**config.mk**
```make
export PLATFORM = sky130hd
export DESIGN_NAME = swd_target_phy_flat
export DESIGN_NICKNAME = d
export VERILOG_FILES = /design/src/rtl/swd_target_phy_if.sv /design/src/rtl/swd_target_phy.sv /design/src/flat_wrapper.sv
export SDC_FILE = /design/constraint.sdc
export NUM_CORES = 1
export LEC_CHECK = 0
export CORE_ASPECT_RATIO = 2
export CORE_MARGIN = 4
export CORE_UTILIZATION = 35
export DETAILED_ROUTE_END_ITERATION = 10
export GPL_TIMING_DRIVEN = 0
export MAX_ROUTING_LAYER = met4
export PLACE_DENSITY = 0.66
export SETUP_SLACK_MARGIN = 0.15
export SLEW_MARGIN = 20
export SYNTH_ARGS = -nofsm -noshare
export SYNTH_HDL_FRONTEND = slang
export SYNTH_SLANG_ARGS = --single-unit
```
**constraint.sdc**
```tcl
create_clock -name clk_i -period 3.2 [get_ports clk_i]
set_clock_uncertainty 0.1 [all_clocks]
set_input_delay 0.64 -clock clk_i [delete_from_list [all_inputs] [get_ports clk_i]]
set_output_delay 0.64 -clock clk_i [all_outputs]
set_load 0.02 [all_outputs]
```
**src/rtl/swd_target_phy_if.sv**
```systemverilog
// SWD pin pair plus the parallel request/response/write-data handshake of swd_target_phy.
// The PHY connects through 'slave'; the SWD host and register backend through 'master'.
interface swd_target_phy_if;
    logic        swdclk;
    logic        swdin;
    logic        swdout;
    logic        swdoe;
    logic        req_valid;
    logic        req_apndp;
    logic        req_rnw;
    logic [1:0]  req_addr;
    logic        rsp_valid;
    logic [2:0]  rsp_ack;
    logic [31:0] rsp_rdata;
    logic        wr_valid;
    logic [31:0] wr_data;
    logic        wr_perr;
    logic        line_reset;
    logic        proto_err;

    modport master (
        output swdclk, swdin, rsp_valid, rsp_ack, rsp_rdata,
        input  swdout, swdoe, req_valid, req_apndp, req_rnw, req_addr,
        input  wr_valid, wr_data, wr_perr, line_reset, proto_err
    );

    modport slave (
        input  swdclk, swdin, rsp_valid, rsp_ack, rsp_rdata,
        output swdout, swdoe, req_valid, req_apndp, req_rnw, req_addr,
        output wr_valid, wr_data, wr_perr, line_reset, proto_err
    );
endinterface

```
**src/rtl/swd_target_phy.sv**
```systemverilog
// SWD target PHY: oversamples SWDCLK/SWDIO, decodes line reset and requests, returns ACK,
// shifts read data out and captures write data, with a parallel backend handshake.
module swd_target_phy #(
    parameter int unsigned SyncStages = 2,
    parameter int unsigned LresetOnes = 50
) (
    input  logic            clk_i,
    input  logic            rst_i,
    swd_target_phy_if.slave bus_io
);
    localparam int unsigned OnesW   = $clog2(LresetOnes + 1);
    localparam logic [2:0]  AckOk   = 3'b001;
    localparam logic [2:0]  AckWait = 3'b010;

    typedef enum logic [2:0] {
        StLocked, StIdle, StReq, StAck, StRdata, StWtrn, StWdata, StRtrn
    } state_e;

    state_e                state_q, state_d;
    logic [SyncStages-1:0] clk_sync_q, din_sync_q;
    logic                  clk_prev_q;
    logic [5:0]            cnt_q, cnt_d;
    logic [OnesW-1:0]      ones_q, ones_d;
    logic [31:0]           data_q, data_d;
    logic                  par_q, par_d;
    logic [2:0]            ack_q, ack_d;
    logic                  oe_q, oe_d, out_q, out_d;
    logic                  req_valid_q, req_valid_d, proto_err_q, proto_err_d;
    logic                  line_reset_q, line_reset_d, wr_valid_q, wr_valid_d;
    logic                  wr_perr_q, wr_perr_d;
    logic                  req_apndp_q, req_apndp_d, req_rnw_q, req_rnw_d;
    logic [1:0]            req_addr_q, req_addr_d;
    logic [31:0]           wr_data_q, wr_data_d;

    logic       swclk_s, din_s, sw_edge, lreset_hit, req_ok;
    logic [5:0] bit_idx;

    assign swclk_s    = clk_sync_q[SyncStages-1];
    assign din_s      = din_sync_q[SyncStages-1];
    assign sw_edge    = swclk_s & ~clk_prev_q;
    assign bit_idx    = cnt_q + 6'd1;
    assign lreset_hit = sw_edge & din_s & (ones_q == OnesW'(LresetOnes - 1));
    // Request bits 2..6 fold into par_q; data_q[31] holds the stop bit, din_s is park.
    assign req_ok     = ~par_q & ~data_q[31] & din_s;

    always_ff @(posedge clk_i) begin
        if (rst_i) begin
            state_q <= StLocked;
        end else begin
            state_q <= state_d;
        end
    end

    always_comb begin
        state_d = state_q;
        if (sw_edge) begin
            unique case (state_q)
                StLocked: state_d = StLocked;
                StIdle:   if (din_s) state_d = StReq;
                StReq:    if (bit_idx == 6'd8) state_d = req_ok ? StAck : StIdle;
                StAck: begin
                    if (bit_idx == 6'd11) begin
                        if (ack_q == AckOk) state_d = req_rnw_q ? StRdata : StWtrn;
                        else                state_d = StRtrn;
                    end
                end
                StRdata:  if (bit_idx == 6'd44) state_d = StRtrn;
                StRtrn:   state_d = StIdle;
                StWtrn:   state_d = StWdata;
                StWdata:  if (bit_idx == 6'd45) state_d = StIdle;
                default:  state_d = StLocked;
            endcase
            if (lreset_hit) state_d = StIdle;
        end
    end

    always_comb begin
        cnt_d        = cnt_q;
        ones_d       = ones_q;
        data_d       = data_q;
        par_d        = par_q;
        ack_d        = ack_q;
        oe_d         = oe_q;
        out_d        = out_q;
        req_valid_d  = 1'b0;
        proto_err_d  = 1'b0;
        line_reset_d = 1'b0;
        wr_valid_d   = 1'b0;
        wr_perr_d    = wr_perr_q;
        wr_data_d    = wr_data_q;
        req_apndp_d  = req_apndp_q;
        req_rnw_d    = req_rnw_q;
        req_addr_d   = req_addr_q;
        if (sw_edge) begin
            if (!din_s)                                 ones_d = '0;
            else if (ones_q != OnesW'(LresetOnes))      ones_d = ones_q + 1'b1;
            unique case (state_q)
                StLocked: cnt_d = '0;
                StIdle: begin
                    cnt_d = {5'd0, din_s};
                    par_d = 1'b0;
                end
                StReq: begin
                    cnt_d = bit_idx;
                    if (bit_idx <= 6'd7) data_d = {din_s, data_q[31:1]};
                    if (bit_idx <= 6'd6) par_d = par_q ^ din_s;
                    if (bit_idx == 6'd8) begin
                        if (req_ok) begin
                            req_valid_d = 1'b1;
                            req_apndp_d = data_q[26];
                            req_rnw_d   = data_q[27];
                            req_addr_d  = data_q[29:28];
                        end else begin
                            proto_err_d = 1'b1;
                            cnt_d       = '0;
                        end
                    end
                end
                StAck: begin
                    cnt_d = bit_idx;
                    oe_d  = 1'b1;
                    par_d = 1'b0;
                    if (bit_idx == 6'd9) begin
                        // Backend gets exactly one SWDCLK period; no response yet means WAIT.
                        ack_d  = bus_io.rsp_valid ? bus_io.rsp_ack : AckWait;
                        data_d = bus_io.rsp_rdata;
                        out_d  = ack_d[0];
                    end else if (bit_idx == 6'd10) begin
                        out_d = ack_q[1];
                    end else begin
                        out_d = ack_q[2];
                    end
                end
                StRdata: begin
                    cnt_d = bit_idx;
                    if (bit_idx == 6'd44) begin
                        out_d = par_q;
                    end else begin
                        out_d  = data_q[0];
                        par_d  = par_q ^ data_q[0];
                        data_d = {1'b0, data_q[31:1]};
                    end
                end
                StRtrn: begin
                    cnt_d = '0;
                    oe_d  = 1'b0;
                    out_d = 1'b0;
                end
                StWtrn: begin
                    cnt_d = bit_idx;
                    oe_d  = 1'b0;
                    out_d = 1'b0;
                    par_d = 1'b0;
                end
                StWdata: begin
                    if (bit_idx == 6'd45) begin
                        cnt_d      = '0;
                        wr_valid_d = 1'b1;
                        wr_data_d  = data_q;
                        wr_perr_d  = par_q ^ din_s;
                    end else begin
                        cnt_d  = bit_idx;
                        data_d = {din_s, data_q[31:1]};
                        par_d  = par_q ^ din_s;
                    end
                end
                default: cnt_d = '0;
            endcase
            // A completed line reset aborts whatever was in flight, including a pending write.
            if (lreset_hit) begin
                line_reset_d = 1'b1;
                oe_d         = 1'b0;
                out_d        = 1'b0;
                cnt_d        = '0;
                req_valid_d  = 1'b0;
                proto_err_d  = 1'b0;
                wr_valid_d   = 1'b0;
                wr_data_d    = wr_data_q;
                wr_perr_d    = wr_perr_q;
                req_apndp_d  = req_apndp_q;
                req_rnw_d    = req_rnw_q;
                req_addr_d   = req_addr_q;
            end
        end
    end

    always_ff @(posedge clk_i) begin
        if (rst_i) begin
            clk_sync_q   <= '0;
            din_sync_q   <= '0;
            clk_prev_q   <= 1'b0;
            cnt_q        <= '0;
            ones_q       <= '0;
            data_q       <= '0;
            par_q        <= 1'b0;
            ack_q        <= '0;
            oe_q         <= 1'b0;
            out_q        <= 1'b0;
            req_valid_q  <= 1'b0;
            proto_err_q  <= 1'b0;
            line_reset_q <= 1'b0;
            wr_valid_q   <= 1'b0;
            wr_perr_q    <= 1'b0;
            wr_data_q    <= '0;
            req_apndp_q  <= 1'b0;
            req_rnw_q    <= 1'b0;
            req_addr_q   <= '0;
        end else begin
            clk_sync_q   <= {clk_sync_q[SyncStages-2:0], bus_io.swdclk};
            din_sync_q   <= {din_sync_q[SyncStages-2:0], bus_io.swdin};
            clk_prev_q   <= swclk_s;
            cnt_q        <= cnt_d;
            ones_q       <= ones_d;
            data_q       <= data_d;
            par_q        <= par_d;
            ack_q        <= ack_d;
            oe_q         <= oe_d;
            out_q        <= out_d;
            req_valid_q  <= req_valid_d;
            proto_err_q  <= proto_err_d;
            line_reset_q <= line_reset_d;
            wr_valid_q   <= wr_valid_d;
            wr_perr_q    <= wr_perr_d;
            wr_data_q    <= wr_data_d;
            req_apndp_q  <= req_apndp_d;
            req_rnw_q    <= req_rnw_d;
            req_addr_q   <= req_addr_d;
        end
    end

    assign bus_io.swdout     = out_q;
    assign bus_io.swdoe      = oe_q;
    assign bus_io.req_valid  = req_valid_q;
    assign bus_io.req_apndp  = req_apndp_q;
    assign bus_io.req_rnw    = req_rnw_q;
    assign bus_io.req_addr   = req_addr_q;
    assign bus_io.wr_valid   = wr_valid_q;
    assign bus_io.wr_data    = wr_data_q;
    assign bus_io.wr_perr    = wr_perr_q;
    assign bus_io.line_reset = line_reset_q;
    assign bus_io.proto_err  = proto_err_q;
endmodule

```
**src/flat_wrapper.sv**
```systemverilog
// flat-port wrapper written by rule: the top's interface ports become plain ports
module swd_target_phy_flat 
#(
    parameter int unsigned SyncStages = 2,
    parameter int unsigned LresetOnes = 50
)
  (clk_i, rst_i, bus_io_swdclk, bus_io_swdin, bus_io_rsp_valid, bus_io_rsp_ack, bus_io_rsp_rdata, bus_io_swdout, bus_io_swdoe, bus_io_req_valid, bus_io_req_apndp, bus_io_req_rnw, bus_io_req_addr, bus_io_wr_valid, bus_io_wr_data, bus_io_wr_perr, bus_io_line_reset, bus_io_proto_err);
  swd_target_phy_if bus_io_i ();
  input  logic clk_i;
  input  logic rst_i;
  input wire logic [$bits(bus_io_i.swdclk)-1:0] bus_io_swdclk;
  input wire logic [$bits(bus_io_i.swdin)-1:0] bus_io_swdin;
  input wire logic [$bits(bus_io_i.rsp_valid)-1:0] bus_io_rsp_valid;
  input wire logic [$bits(bus_io_i.rsp_ack)-1:0] bus_io_rsp_ack;
  input wire logic [$bits(bus_io_i.rsp_rdata)-1:0] bus_io_rsp_rdata;
  output wire logic [$bits(bus_io_i.swdout)-1:0] bus_io_swdout;
  output wire logic [$bits(bus_io_i.swdoe)-1:0] bus_io_swdoe;
  output wire logic [$bits(bus_io_i.req_valid)-1:0] bus_io_req_valid;
  output wire logic [$bits(bus_io_i.req_apndp)-1:0] bus_io_req_apndp;
  output wire logic [$bits(bus_io_i.req_rnw)-1:0] bus_io_req_rnw;
  output wire logic [$bits(bus_io_i.req_addr)-1:0] bus_io_req_addr;
  output wire logic [$bits(bus_io_i.wr_valid)-1:0] bus_io_wr_valid;
  output wire logic [$bits(bus_io_i.wr_data)-1:0] bus_io_wr_data;
  output wire logic [$bits(bus_io_i.wr_perr)-1:0] bus_io_wr_perr;
  output wire logic [$bits(bus_io_i.line_reset)-1:0] bus_io_line_reset;
  output wire logic [$bits(bus_io_i.proto_err)-1:0] bus_io_proto_err;
  assign bus_io_i.swdclk = bus_io_swdclk;
  assign bus_io_i.swdin = bus_io_swdin;
  assign bus_io_i.rsp_valid = bus_io_rsp_valid;
  assign bus_io_i.rsp_ack = bus_io_rsp_ack;
  assign bus_io_i.rsp_rdata = bus_io_rsp_rdata;
  assign bus_io_swdout = bus_io_i.swdout;
  assign bus_io_swdoe = bus_io_i.swdoe;
  assign bus_io_req_valid = bus_io_i.req_valid;
  assign bus_io_req_apndp = bus_io_i.req_apndp;
  assign bus_io_req_rnw = bus_io_i.req_rnw;
  assign bus_io_req_addr = bus_io_i.req_addr;
  assign bus_io_wr_valid = bus_io_i.wr_valid;
  assign bus_io_wr_data = bus_io_i.wr_data;
  assign bus_io_wr_perr = bus_io_i.wr_perr;
  assign bus_io_line_reset = bus_io_i.line_reset;
  assign bus_io_proto_err = bus_io_i.proto_err;
  swd_target_phy #(.SyncStages(SyncStages), .LresetOnes(LresetOnes)) u_core (.clk_i(clk_i), .rst_i(rst_i), .bus_io(bus_io_i));
endmodule
```
==> impl_metrics.toml <==
[power]
power.switching_w = 0.000607
p_clk_frac = 0.443
power.total_w = 0.00247
ir_drop_uv = 277
powerDensity_nw_per_um2 = 389
pwr-share-comb = 0.056
swShare = 0.245
seqPwrFrac = 0.501
p_int_w = 0.00187
p_leak_nw = 2.06

[finish]
drive_above_1_share = 0.124
num-nets-final = 698
area_delta_synth_final_pct = 27.6
n_fill_cell = 1356
final_cell_mix = "98 x dfxtp_1, 85 x nand2_1, 81 x clkdlybuf4s50_1"
antennaDiodeCount = 0
stdcell_count = 844
register_area_um2 = 1980
final_common_cell = "dfxtp_1"
multi_input_area_um2 = 2740

[sta]
final_hold_viol_count = 0
setup_tns_ns = 0
rsz0062_at_grt = "yes"
max_freq_ghz = 0.340
setup_viol_count_final = 0
hold_ws_ns = 0.348
final.period_utilization = 0.920
slew_violations = 0
worstMarginPinSlew_ns = 0.769
relSlewSlack = 0.488
fin_crit_ns = 2.94
fin_ws_ns = 0.256

[global_route]
antenna_found_initial = 0
overflow = 0
grt_pass1_vias = 4689
grt_pass1_wl_um = 25200
gr-usage-all-layers = 0.204
grt_max_degree = 19

[hold_path]
hp-class = "reg -> reg"
hp-start = "u_core.clk_sync_q[0]"
min_to = "u_core.clk_sync_q[1]"
hold_depth = 1

[setup_path]
r2r-end = "u_core.data_q[23]"
critPathBufInv = 4
crit_fanout = 10
crit_arrival_ns = 3.10
worstReg2RegStart = "u_core.cnt_q[1]"
cp.required_ns = 3.36
path_cells = "ha_1 -> buf_2 -> inv_1 -> and2_1 -> o41ai_2 -> and4_1 -> buf_6 -> buf_2 -> a21oi_1 -> a311oi_2"
max_stage_delay_ns = 0.46
crit_family = "compound AO/OA/AOI/OAI gates"
cp_slowest_cell = "dfxtp_2"
cpMostUsedCell = "buf_2"
crit_path_end_kind = "register"
rrSetupSlack_ns = 0.26
ff2ff_path_depth = 10
crit_start = "u_core.cnt_q[1]"
crit_path_start_kind = "register"
crit_type = "reg -> reg"

[floorplanning]
row_count = 61
core_um2 = 14000
io_pins = 83
fp.dieW_um = 92.4
die_y_um = 177
initial_core_util = 0.357
die_area_um2 = 16300

[outcome]
outcome = "finished, final reports clean"

[synth]
yosysSeqAreaShare = 0.398
syn_area_per_cell_um2 = 8.93
syn-instance-count = 558
yosysWarnings = 0
synth_nets = 606
synth-edff-count = 0
async_flop_share = 0
synth-main-ff-cell = "dfxtp_1"
netlist-cell-type-count = 65
synth-seq-cells = 99
syn_area_um2 = 4980

[route]
drtAntennaViolNets = 0
drt_wl_total_um = 16000
dr.pass1.iters = 5
drc_errors = 0
drtIter0Drc = 222
num_vias = 4639
wl_per_cell_um = 19.0
vias_per_cell = 5.50

[clocking]
path_clk_slew_ns = 0.08
cts_root_buf = "clkbuf_16"
clock-sinks = 99
cts_buffer_depth = 2
cts_tree = "done"
h-tree-depth = 3
cts_buffers = 9
clk_latency_ns = 0.35
hold_buffers = 0
post_cts_buffers = 0

[placed_design]
port_buffers = 81
hpwl_um = 12400
dp_cells = 828
place_congestion = 0.944
post-place-ws_ns = 0.0878

[job]
cap_violations = 0
[kinds of logic (layout without fill, tap and decap cells)]
kind of cell / count (synthesis) / after routing / share of synthesized area
AOI/OAI and AO/OA: 129 / 129 / 0.224
muxes: 42 / 42 / 0.0844
xor gates and xnor gates: 6 / 6 / 0.0105
adders and majority gates: 8 / 8 / 0.0201
buffers and inverters: 57 / 154 / 0.0590
and+or+nand+nor: 217 / 217 / 0.205
DFF: 99 / 99 / 0.398
[metal layers]
metal | global-route usage | vias to the layer above | share of wire
li1 | - | 2198 | -
met1 | 0.198 | 2222 | 0.35
met2 | 0.376 | 164 | 0.56
met3 | 0.0209 | 55 | 0.033
met4 | 0.132 | 0 | 0.058
met5 | - | - | 0
[sequential cells by signal, indices dropped and copies added (netlist names), 2 cells and up]
name and count:
u_core.bus_io.wr_data 32, u_core.data_q 32, u_core.cnt_q 6, u_core.ones_q 6, u_core.ack_q 3, u_core.state_q 3
u_core.bus_io.req_addr 2, u_core.clk_sync_q 2, u_core.din_sync_q 2
[worst max path at each step]
stage / cells after the start / slack (ns) / end
3_3_place_gp: 11 / 0.14 / u_core.data_q[16]
2_1_floorplan: 11 / 0.80 / u_core.data_q[0]
6_report: 10 / 0.26 / u_core.data_q[23]
4_1_cts: 10 / 0.22 / u_core.data_q[16]
3_5_place_dp: 10 / 0.09 / u_core.data_q[16]
5_1_grt: 10 / 0.14 / u_core.data_q[23]
[final cells by class]
class	instances	share of cell area
Multi-Input combinational cell	402	0.431
Sequential cell	99	0.312
Timing Repair Buffer	81	0.128
Buffer	50	0.0421
Clock buffer	10	0.0376
Tap cell	189	0.0372
Clock inverter	6	0.00885
Inverter	7	0.00413
[metrics by stage]
step | area [um^2] | utilization
after floorplan | 4980 | -
after global placement | 6030 | 0.432
after detailed placement | 6030 | 0.432
after CTS | 6330 | 0.453
after global routing | 6360 | 0.455
final | 6360 | 0.455
[cell usage after synthesis (3+ instances only)]
master	count	area, um^2
a311oi_1	3	26.3
inv_1	6	22.5
and3_1	6	37.5
a211oi_1	3	22.5
buf_6	7	78.8
nor2b_1	9	56.3
nor3_1	10	50.1
a31oi_1	4	25.0
o21ai_0	8	40.0
nand4_1	6	37.5
o211ai_1	3	22.5
clkbuf_1	31	116
buf_4	5	37.5
a21oi_1	44	220
buf_2	7	35.0
nor4_1	6	37.5
and2_1	5	31.3
xnor2_1	3	26.3
nand2b_1	6	37.5
ha_1	8	100
or2_2	3	18.8
a211o_1	4	35.0
dfxtp_1	99	1980
xor2_1	3	26.3
nand3_1	8	40.0
a311oi_2	30	450
o41ai_1	3	26.3
mux2i_1	42	420
nor2_1	57	214
nand2_1	85	319
[power by group through the flow]
stage                     sequential [W]  clock, W  combinational (W)
after floorplan                  0.00127         0          0.0000597
after global placement           0.00127         0           0.000138
after detailed placement         0.00127         0           0.000139
after CTS                        0.00124   0.00111           0.000139
after global routing             0.00124   0.00115           0.000149
final                            0.00124   0.00109           0.000140
[what timing repair did]
action                     4_1_cts  5_1_grt
pin swaps                        0        0
gates resized for setup          1        4
setup endpoints to repair       30       27
hold endpoints to repair         0        0
No activity file was read; power rests on OpenSTA's default activity.
